## src/rtl/ps2_keyboard_rx_pkg.sv

```systemverilog
// Shared constants and types for the PS/2 keyboard receiver:
// frame states, data width, default filter and timeout settings.
package ps2_keyboard_rx_pkg;

    typedef enum logic [1:0] {
        ST_IDLE   = 2'd0,
        ST_DATA   = 2'd1,
        ST_PARITY = 2'd2,
        ST_STOP   = 2'd3
    } ps2_state_t;

    localparam int PS2_DATA_BITS         = 8;
    localparam int DEFAULT_FILTER_LEN    = 16;
    localparam int DEFAULT_TIMEOUT_TICKS = 32;

    // PS/2 uses odd parity over the data byte plus the parity bit.
    function automatic logic odd_parity_ok(input logic [PS2_DATA_BITS-1:0] d, input logic p);
        return ^{d, p};
    endfunction

endpackage

```

## src/rtl/ps2_line_filter.sv

```systemverilog
// Two-flop synchronizer plus stability counter for one PS/2 line.
// Emits a one-cycle pulse when the filtered level falls.
module ps2_line_filter
    import ps2_keyboard_rx_pkg::*;
#(
    parameter int FILTER_LEN = DEFAULT_FILTER_LEN
) (
    input  logic clk,
    input  logic rst_n,
    input  logic raw,
    output logic fall
);

    localparam int CW = $clog2(FILTER_LEN + 1);

    logic          s1;
    logic          s2;
    logic          filt;
    logic [CW-1:0] cnt;

    // The filtered level only moves after FILTER_LEN consecutive disagreeing samples.
    always_ff @(posedge clk) begin
        if (!rst_n) begin
            s1   <= 1'b1;
            s2   <= 1'b1;
            filt <= 1'b1;
            cnt  <= '0;
            fall <= 1'b0;
        end else begin
            s1   <= raw;
            s2   <= s1;
            fall <= 1'b0;
            if (s2 == filt) begin
                cnt <= '0;
            end else if (cnt == CW'(FILTER_LEN - 1)) begin
                filt <= s2;
                cnt  <= '0;
                fall <= filt;
            end else begin
                cnt <= cnt + CW'(1);
            end
        end
    end

endmodule

```

## src/rtl/ps2_keyboard_rx.sv

```systemverilog
// Receive-only PS/2 front end: deglitches the pins, deserializes 11-bit
// frames, checks start/parity/stop and strobes out each good byte.
module ps2_keyboard_rx
    import ps2_keyboard_rx_pkg::*;
#(
    parameter int FILTER_LEN    = DEFAULT_FILTER_LEN,
    parameter int TIMEOUT_TICKS = DEFAULT_TIMEOUT_TICKS
) (
    input  logic                     clk,
    input  logic                     rst_n,
    input  logic                     sixus,
    input  logic                     ps2_clk_in,
    input  logic                     ps2_dat_in,
    output logic [PS2_DATA_BITS-1:0] rx_dat,
    output logic                     rx_stb,
    output logic                     rx_err,
    output logic                     busy
);

    localparam int TW = $clog2(TIMEOUT_TICKS + 1);

    ps2_state_t               state;
    logic                     fe;
    logic                     dat_s1;
    logic                     dat_s;
    logic [2:0]               bitcnt;
    logic [PS2_DATA_BITS-1:0] shreg;
    logic                     par_ok;
    logic [TW-1:0]            tcnt;
    logic                     timeout;

    ps2_line_filter #(
        .FILTER_LEN(FILTER_LEN)
    ) u_clk_filter (
        .clk  (clk),
        .rst_n(rst_n),
        .raw  (ps2_clk_in),
        .fall (fe)
    );

    // Data only needs synchronizing; it is sampled long after it settles.
    always_ff @(posedge clk) begin
        if (!rst_n) begin
            dat_s1 <= 1'b1;
            dat_s  <= 1'b1;
        end else begin
            dat_s1 <= ps2_dat_in;
            dat_s  <= dat_s1;
        end
    end

    assign timeout = (state != ST_IDLE) && !fe && sixus && (tcnt == TW'(TIMEOUT_TICKS - 1));
    assign busy    = (state != ST_IDLE);

    always_ff @(posedge clk) begin
        if (!rst_n) begin
            state  <= ST_IDLE;
            bitcnt <= '0;
            shreg  <= '0;
            par_ok <= 1'b0;
            tcnt   <= '0;
            rx_dat <= '0;
            rx_stb <= 1'b0;
            rx_err <= 1'b0;
        end else begin
            rx_stb <= 1'b0;
            rx_err <= 1'b0;

            if (state == ST_IDLE || fe) begin
                tcnt <= '0;
            end else if (sixus) begin
                tcnt <= tcnt + TW'(1);
            end

            case (state)
                ST_IDLE: begin
                    if (fe && !dat_s) begin
                        state  <= ST_DATA;
                        bitcnt <= '0;
                    end
                end
                ST_DATA: begin
                    if (fe) begin
                        shreg  <= {dat_s, shreg[PS2_DATA_BITS-1:1]};
                        bitcnt <= bitcnt + 3'd1;
                        if (bitcnt == 3'd7) begin
                            state <= ST_PARITY;
                        end
                    end
                end
                ST_PARITY: begin
                    if (fe) begin
                        par_ok <= odd_parity_ok(shreg, dat_s);
                        state  <= ST_STOP;
                    end
                end
                ST_STOP: begin
                    if (fe) begin
                        if (dat_s && par_ok) begin
                            rx_dat <= shreg;
                            rx_stb <= 1'b1;
                        end else begin
                            rx_err <= 1'b1;
                        end
                        state <= ST_IDLE;
                    end
                end
                default: state <= ST_IDLE;
            endcase

            // A stalled keyboard abandons the partial frame.
            if (timeout) begin
                rx_err <= 1'b1;
                state  <= ST_IDLE;
            end
        end
    end

endmodule

```

## config.mk

```make
export PLATFORM = sky130hd
export DESIGN_NAME = ps2_keyboard_rx
export DESIGN_NICKNAME = d
export VERILOG_FILES = /design/src/rtl/ps2_keyboard_rx_pkg.sv /design/src/rtl/ps2_line_filter.sv /design/src/rtl/ps2_keyboard_rx.sv
export SDC_FILE = /design/constraint.sdc
export NUM_CORES = 1
export LEC_CHECK = 0
export ABC_CLOCK_PERIOD_IN_PS = 1540
export CAP_MARGIN = 20
export CORE_MARGIN = 2
export CORE_UTILIZATION = 50
export CTS_BUF_LIST = sky130_fd_sc_hd__clkbuf_16
export CTS_CLUSTER_DIAMETER = 40
export DETAILED_ROUTE_END_ITERATION = 10
export PLACE_DENSITY_LB_ADDON = 0.3
export SLEW_MARGIN = 20
export SYNTH_ARGS = -nofsm -noshare
export SYNTH_HDL_FRONTEND = slang
export SYNTH_SLANG_ARGS = --single-unit
```

## constraint.sdc

```tcl
create_clock -name clk -period 1.54 [get_ports clk]
set_clock_uncertainty 0.15 [all_clocks]
set_input_delay 0.462 -clock clk [delete_from_list [all_inputs] [get_ports clk]]
set_output_delay 0.462 -clock clk [all_outputs]
set_load 0.05 [all_outputs]
```

==> metrics.cfg <==
[status]
outcome=finished with violations
violations=setup timing

[clock_tree]
clock_latency_ns=0.28
cts_hold_buf=0
clkTransAtPathRegs_ns=0.06
cts_sinks=41
cts_made_buffers=5
cts_buffer_depth=2
root_buffer=clkbuf_16
cts_tree=done
cts.htree.levels=2

[detailed_routing]
drt_iter0_markers=53
drt-vias-per-instance=5.32
wl_per_cell_um=13.3
dr.pass1.iters=4
antenna_left=0
drc=0
vias=1452
finalWirelength_mm=3.62

[power_and_ir_drop]
peakVddDrop_mv=1.07
p_leak_nw=0.939
pwr-share-comb_pct=18.3
switching_power_uw=686
p_sw_share_pct=24.6
internal_power_mw=2.10
p_clk_share_pct=42.2
sequentialPowerShare_pct=39.6
power.density_nw_per_um2=1120
fin_total_pwr_mw=2.79

[place]
gp_congestion=0.838
dpl.hpwl_mm=2.41
io_buffers=15
dpl_cell_area_um2=2170
place_ws_ns=-0.245
placed_cells=259

[synth]
synthDominantCellAreaShare_pct=46.7
ys.warnings.count=0
synth_area_um2=1760
ys_seq_area_share_pct=46.7
synth_largest_area_cell=dfxtp_1
async_flop_share_pct=0
ys_ff_latch=41
yosysMostFrequentCell=dfxtp_1
synth_area_leaders=dfxtp_1, a21boi_0, nand2_1, ha_1, nand3_1
syn_area_per_cell_um2=9.20
synth_ff_type=dfxtp_1
synth_edf_count=0
synth_nets=206
ys_top_cells_by_count=dfxtp_1, nand2_1, a21boi_0, nor2_1, nand3_1
synth.distinct_cells=33
synthCells=191

[timing]
slew_viol_final=0
tns_ns=-0.381
hold_ws_ns=0.264
post-route-period-util_pct=112
finalCriticalPeriod_ns=1.72
rsz0062_at_grt=yes
max_slew_margin_pct=81.0
hold_viol=0
finalSetupViolations=5
worst_pin_slew_ns=0.285
setup_ws_ns=-0.177
max_freq_ghz=0.582

[setup_path]
regToRegEndpoint=state[0]$_SDFFE_PP0P_
r2r_setup_slack_ns=-0.08
crit_type=reg -> out
worstPathRequired_ns=0.93
cp-endpoint=busy
cp_max_fo=3
worst_setup_path_start_kind=flop
arrival_ns=1.11
worstPathCellList=inv_4, ha_4, clkinvlp_4, buf_12
startpoint=state[1]$_SDFFE_PP0P_
cpPeakStageDelay_ns=0.34
critPathSlowestCell=dfxtp_2
critPathCaptureType=primary output
r2r_start=state[0]$_SDFFE_PP0P_
r2r.worst_path.cells=5

[grt]
grt_usage_pct=19.2
grt_pass1_wl_mm=6.14
grt_start_max_net_pins=19
overflow=0
grt_pass1_vias=1525
grt_antenna_before_repair=0

[die]
initial_utilization_pct=52.3
num_rows=21
core_um2=3360
io_pins=16
fp.dieW_um=63.3
die_h_um=63.3
dieArea_um2=4010

[layout]
seq_area_um2=828
num_antenna_cells=0
area_growth_pct=41.9
drive_above_1_share_pct=26.4
stdcell_area_um2=2490
nFillCells=228
finalNetCount=241
multiInputGateArea_um2=1000
final_util_pct=74.2
finalNonFillerCells=273

[flow_run]
drv_cap=0

[worst_hold_path]
hp-class=reg -> reg

[kinds of logic after synthesis]
logic type      Yosys count  synth area share, %
mux                       4                 2.28
buf+inv                  11                 2.56
compound gates           27                 11.1
fa+ha+maj                10                 7.12
flops                    41                 46.7
xor+xnor                 13                 7.26
simple gates             85                 23.0
[registers in the layout, summed over array words and instances (netlist names), 2 cells and up]
signal	count
bitcnt	3
rx_dat	8
shreg	8
state	2
tcnt	6
u_clk_filter.cnt	5
[power by group through the flow]
stage	registers, mW	logic [mW]	clock network (mW)
final	1.10	0.509	1.18
after CTS	1.10	0.452	1.19
after detailed placement	1.12	0.373	0
after floorplan	1.12	0.236	0
after global placement	1.12	0.352	0
after global routing	1.10	0.542	1.24
[worst min path at each step]
stage | from | endpoint | slack, ns | depth (start not counted)
CTS | dat_s1$_SDFF_PN1_ | dat_s$_SDFF_PN1_ | 0.26 | 1
floorplan | dat_s1$_SDFF_PN1_ | dat_s$_SDFF_PN1_ | 0.24 | 1
global placement | u_clk_filter.s1$_SDFF_PN1_ | u_clk_filter.s2$_SDFF_PN1_ | 0.24 | 1
finish | u_clk_filter.s1$_SDFF_PN1_ | u_clk_filter.s2$_SDFF_PN1_ | 0.26 | 1
global route | u_clk_filter.s1$_SDFF_PN1_ | u_clk_filter.s2$_SDFF_PN1_ | 0.28 | 1
detailed placement | dat_s1$_SDFF_PN1_ | dat_s$_SDFF_PN1_ | 0.24 | 1
[cell usage in the layout, fill, tap and decap left out, types with 2 or more instances in the layout]
master           Yosys  final
clkbuf_16            0      5
buf_12               0     11
nand4_1              2      2
clkinvlp_4           0      2
and2_1               2      2
and3_4               0      2
ha_2                 0      2
nand2_1             36     35
a21boi_0            18     11
inv_4                0      2
o21ai_0              2      2
nand3b_1             2      2
ha_4                 0      3
xor2_1               6      6
nor2b_4              0      2
dfxtp_1             41     37
nand3_1             11     11
a21boi_1             0      7
nand2b_1             5      4
buf_4                0     18
clkdlybuf4s50_1      0      4
inv_1                5      2
nor2b_1              5      3
nor2_1              13     13
mux2i_1              4      4
dfxtp_2              0      3
ha_1                10      5
xnor2_1              6      6
[area by class of cell]
cell class / instances / area share (%)
flip-flops and latches: 41 / 33.2
well taps: 46 / 2.31
clock inverters: 3 / 1.86
multi-input cells: 139 / 40.2
repair buffers: 34 / 16.3
inverters: 5 / 1.10
clock buffers: 5 / 5.02
[critical path: cells and delay by family, from the launching register on]
family                   cells  cell delay, ns
flip-flops                   1            0.34
adder cells (fa/ha/maj)      1            0.16
buffers and inverters        3            0.32
[timing repair]
action | CTS | global route
resized for setup | 12 | 20
endpoints found under the setup margin | 10 | 28
pin swaps | 4 | 5
buffers inserted | 5 | 1
[metal layers]
metal  wire [um]  vias to the layer above  track usage [%]
met4          66                        0             9.24
met5           0                        -                0
met3         166                        7             5.00
li1            -                      713                -
met1        1470                      697             18.7
met2        1920                       35             37.2
Note: power is estimated with default switching activity, not from simulation.
